==> src/rtl/arbiter_pkg.sv <==
// Package: arbiter_pkg
// Purpose : Shared helpers for the round-robin arbiter.
// Contents:
//   ARB_MAX_W     - widest vector the helpers accept (REQ_WIDTH must not exceed it)
//   onehot_to_idx - index of the set bit in a one-hot vector (0 when all-zero)
package arbiter_pkg;

    localparam int ARB_MAX_W = 32;

    // Returns the position of the set bit. For an all-zero vector it returns 0;
    // callers qualify the result with their own valid flag.
    function automatic int onehot_to_idx(input logic [ARB_MAX_W-1:0] oh);
        int idx;
        idx = 0;
        for (int i = 0; i < ARB_MAX_W; i++) begin
            if (oh[i]) idx = i;
        end
        return idx;
    endfunction

endpackage

==> src/rtl/arbiter_rr_prio_sel.sv <==
// Module : arbiter_rr_prio_sel
// Purpose: Purely combinational round-robin winner selection. The request
//          vector is rotated so that bit `ptr` lands at position 0, the lowest
//          set bit is isolated, and the result is rotated back.
// Ports  :
//   req   [REQ_WIDTH] in  - request vector
//   ptr   [PTR_W]     in  - index of the highest-priority requester (< REQ_WIDTH)
//   win   [REQ_WIDTH] out - one-hot winner, all-zero when no request
//   valid             out - at least one request is present
module arbiter_rr_prio_sel #(
    parameter int REQ_WIDTH = 8,
    parameter int PTR_W     = $clog2(REQ_WIDTH)
) (
    input  logic [REQ_WIDTH-1:0] req,
    input  logic [PTR_W-1:0]     ptr,
    output logic [REQ_WIDTH-1:0] win,
    output logic                 valid
);

    logic [REQ_WIDTH-1:0] rot;
    logic [REQ_WIDTH-1:0] rot_lo;

    always_comb begin
        // Rotate right by ptr. With ptr == 0 the left shift is by REQ_WIDTH
        // and contributes nothing, which is the desired identity rotation.
        rot    = (req >> ptr) | (req << (REQ_WIDTH - int'(ptr)));
        // Two's-complement trick keeps only the lowest set bit.
        rot_lo = rot & (~rot + REQ_WIDTH'(1));
        // Rotate left by ptr to return to original bit positions.
        win    = (rot_lo << ptr) | (rot_lo >> (REQ_WIDTH - int'(ptr)));
        valid  = |req;
    end

endmodule

==> src/rtl/arbiter.sv <==
// Module : arbiter
// Purpose: Round-robin arbiter granting at most one of REQ_WIDTH requesters
//          per clock. The grant is registered (no combinational req->gnt
//          path) and priority rotates to the requester after the last winner.
// Ports  :
//   clk               in  - rising-edge clock
//   reset             in  - asynchronous active-low reset (gnt=0, ptr=0)
//   req   [REQ_WIDTH] in  - request vector
//   gnt   [REQ_WIDTH] out - registered one-hot grant, or all-zero
// REQ_WIDTH must be in 2..ARB_MAX_W.
module arbiter
    import arbiter_pkg::*;
#(
    parameter int REQ_WIDTH = 8
) (
    input  logic                 clk,
    input  logic                 reset,
    input  logic [REQ_WIDTH-1:0] req,
    output logic [REQ_WIDTH-1:0] gnt
);

    localparam int PTR_W = $clog2(REQ_WIDTH);

    logic [PTR_W-1:0]     ptr_q, ptr_d;
    logic [REQ_WIDTH-1:0] gnt_q, gnt_d;
    logic [REQ_WIDTH-1:0] win;
    logic                 win_vld;
    logic [ARB_MAX_W-1:0] win_ext;
    int                   win_idx;

    arbiter_rr_prio_sel #(
        .REQ_WIDTH (REQ_WIDTH),
        .PTR_W     (PTR_W)
    ) u_rr_prio_sel (
        .req   (req),
        .ptr   (ptr_q),
        .win   (win),
        .valid (win_vld)
    );

    always_comb begin
        win_ext                = '0;
        win_ext[REQ_WIDTH-1:0] = win;
        win_idx                = onehot_to_idx(win_ext);

        gnt_d = '0;
        ptr_d = ptr_q;
        if (win_vld) begin
            gnt_d = win;
            // Explicit wrap so non-power-of-two widths never reach 2^PTR_W.
            if (win_idx == REQ_WIDTH - 1) begin
                ptr_d = '0;
            end else begin
                ptr_d = PTR_W'(win_idx + 1);
            end
        end
    end

    always_ff @(posedge clk or negedge reset) begin
        if (!reset) begin
            gnt_q <= '0;
            ptr_q <= '0;
        end else begin
            gnt_q <= gnt_d;
            ptr_q <= ptr_d;
        end
    end

    assign gnt = gnt_q;

endmodule

==> config.mk <==
export PLATFORM = sky130hd
export DESIGN_NAME = arbiter
export DESIGN_NICKNAME = d
export VERILOG_FILES = /design/src/rtl/arbiter_pkg.sv /design/src/rtl/arbiter_rr_prio_sel.sv /design/src/rtl/arbiter.sv
export SDC_FILE = /design/constraint.sdc
export NUM_CORES = 1
export LEC_CHECK = 0
export CORE_MARGIN = 10
export CORE_UTILIZATION = 60
export CTS_BUF_LIST = sky130_fd_sc_hd__clkbuf_4
export DETAILED_ROUTE_END_ITERATION = 8
export PLACE_DENSITY = 0.93
export SYNTH_ARGS = -nofsm -noshare
export SYNTH_HDL_FRONTEND = slang
export SYNTH_SLANG_ARGS = --single-unit
==> constraint.sdc <==
create_clock -name clk -period 5.5 [get_ports clk]
set_input_delay 1.1 -clock clk [delete_from_list [all_inputs] [get_ports clk]]
set_output_delay 1.1 -clock clk [all_outputs]
set_load 0.02 [all_outputs]
==> impl_metrics.yaml <==
synth:
  syn_area_sq_mm: 0.00178
  synthDistinctLibCells: 64
  synth_edf_count: 0
  synth.top_cell.area_share_pct: 15.4
  ys_seq_area_share_pct: 15.4
  syn_area_per_cell_sq_um: 8.33
  synth_top_area_cell: "dfrtp_1"
  ys_seq_elements: 11
  synth_warnings: 0
  synthArstFlopShare_pct: 100
  synth_ff_type: "dfrtp_1"
  syn_inst: 214
  ys_top_cells_by_area: "dfrtp_1, mux4_2, mux2i_1"
  syn_nets: 227
setup_path:
  crit_path_end_kind: "flip-flop"
  crit_arrival_ns: 5.12
  worstSetupStartpoint: "req[2]"
  start_kind: "primary input"
  crit_fanout: 10
  critical_path_required_ns: 5.70
  r2r-start: "ptr_q[0]"
  regToRegSetupSlack_ns: 0.87
  crit_type: "in2reg"
floorplan:
  initial_core_util_pct: 63.5
  die_h_um: 74.5
  die-area_sq_mm: 0.00555
  pin_count: 18
  num_rows: 19
  die_width_um: 74.5
  core_sq_mm: 0.00281
sta:
  slew_viol_final: 0
  worst_pin_slew_ns: 0.785
  period_minus_slack_ns: 4.93
  hold_violations: 0
  setup_viol: 0
  slew_headroom_pct: 47.7
  max_freq_mhz: 203
  setup_tns_ns: 0
  rsz0062_at_grt: "no"
  finalWorstSetupSlack_ns: 0.572
  skew_ns: 0.000459
  period_share_pct: 89.6
clocking:
  cts_sinks: 11
  postCtsSetupBuffers: 0
  cts_buffers: 3
  cts_tree: "built"
  insertion_delay_ns: 0.27
  clkTransAtPathRegs_ns: 0.06
  cts_max_level: 1
  clockBufferDepth: 2
  ctsHoldBuffers: 0
  post_cts_resized: 0
  cts_root_buf: "clkbuf_4"
placed_design:
  dp_slack_ns: 0.357
  hpwl_mm: 3.91
  gp_congestion: 0.975
  io_buffers: 17
global_routing:
  grt_pass1_wl_mm: 9.23
  antenna_found_initial: 0
  grt.overflow.total: 0
  first_global_vias: 1894
  grt_max_degree: 45
  grt_usage_pct: 20.1
cells_and_area:
  n_fill_cell: 220
  drive_above_1_share_pct: 16.6
  layout.nets: 237
  diodes: 0
  multi_input_area_sq_mm: 0.00138
  area_delta_synth_final_pct: 10.7
  final_cell_mix: "nand2_1, clkdlybuf4s50_1, nor2_1, nand3_1, dfrtp_1"
  seqCellArea_sq_um: 275
route:
  met3_length_um: 537
  wl_mm: 5.28
  wl_per_cell_um: 20.8
  wl_met2_mm: 2.43
  drtIter0Drc: 245
  drt-vias-per-instance: 7.54
  drt_first_pass_iters: 5
  vias: 1915
  met1_length_mm: 2.14
  highest_layer: "met4"
  ant_nets: 0
  drc: 0
hold_path:
  worstHoldStart: "ptr_q[1]"
  hp-class: "reg2reg"
job:
  maxCapViolCount: 0
status:
  status: "complete, no violations"
metrics by stage:
stage | hold slack [ns] | util, % | std cells | instance area [sq um]
after CTS | 0.669 | 70.3 | 254 | 1970
final | 0.678 | 70.3 | 254 | 1970
after global placement | 0.641 | 69.2 | 250 | 1940
after global routing | 0.762 | 70.3 | 254 | 1970
after detailed placement | 0.663 | 69.2 | 250 | 1940
after floorplan | 0.804 | - | 214 | 1780
cells in the mapped netlist, types with 3 or more instances:
| library cell | count |
|---|---|
| a21oi_1 | 5 |
| nand2b_1 | 5 |
| a31oi_1 | 4 |
| nor2_1 | 15 |
| o22ai_1 | 3 |
| nand2_1 | 17 |
| clkbuf_1 | 8 |
| mux2i_1 | 8 |
| mux4_2 | 6 |
| nor4_1 | 7 |
| or3_1 | 6 |
| o31ai_1 | 3 |
| inv_1 | 5 |
| nor3_1 | 9 |
| buf_2 | 6 |
| a211o_1 | 3 |
| dfrtp_1 | 11 |
| nand4_1 | 3 |
| nand3_1 | 11 |
| a211oi_1 | 4 |
| o211ai_1 | 4 |
| or4_1 | 5 |
| o21ai_0 | 6 |
| o21ai_1 | 3 |
| ha_1 | 3 |
| o2111ai_1 | 4 |
worst paths after layout:
check	end	depth (start not counted)
max	ptr_q[0]	13
max in group asynchronous	gnt[3]	1
min	ptr_q[1]	2
max reg2reg	ptr_q[0]	15
min reg2reg	ptr_q[1]	2
min in group asynchronous	ptr_q[0]	1
kinds of logic after synthesis:
group / share of synthesized area, %
adder cells (fa/ha/maj): 2.11
AO/OA/AOI/OAI: 31.2
XOR/XNOR: 0.983
flip-flops: 15.4
AND/OR/NAND/NOR: 27.1
multiplexers: 16.2
buffers and inverters: 6.95
worst max-delay path, stage by stage:
cell and delay (ns):
clkdlybuf4s50_1 0.56, mux4_2 0.53, a311oi_2 0.29, a31o_1 0.42, o22ai_1 0.21, a22oi_4 0.23
o211ai_1 0.16, or4_1 0.55, ha_1 0.20, ha_1 0.17, nand2b_1 0.14, or4_1 0.43
o22ai_2 0.12
area by class of cell:
class | instances | share of cell area (%)
flip-flops and latches | 11 | 14.0
well taps | 31 | 1.97
inverters | 6 | 1.14
clock buffers | 4 | 1.52
multi-input cells | 178 | 70.1
repair buffers | 24 | 11.3
state kept, by name (all words and copies together) (netlist names):
signal and flops:
gnt 8, ptr_q 3
per-layer routing:
metal,vias up,track usage (%)
li1,870,-
met1,867,26.2
met2,152,32.9
met3,26,1.60
met4,0,9.24
met5,-,0
Power is not shown: default switching activity piles up to over one toggle a cycle in this logic, so the estimate is an artifact.
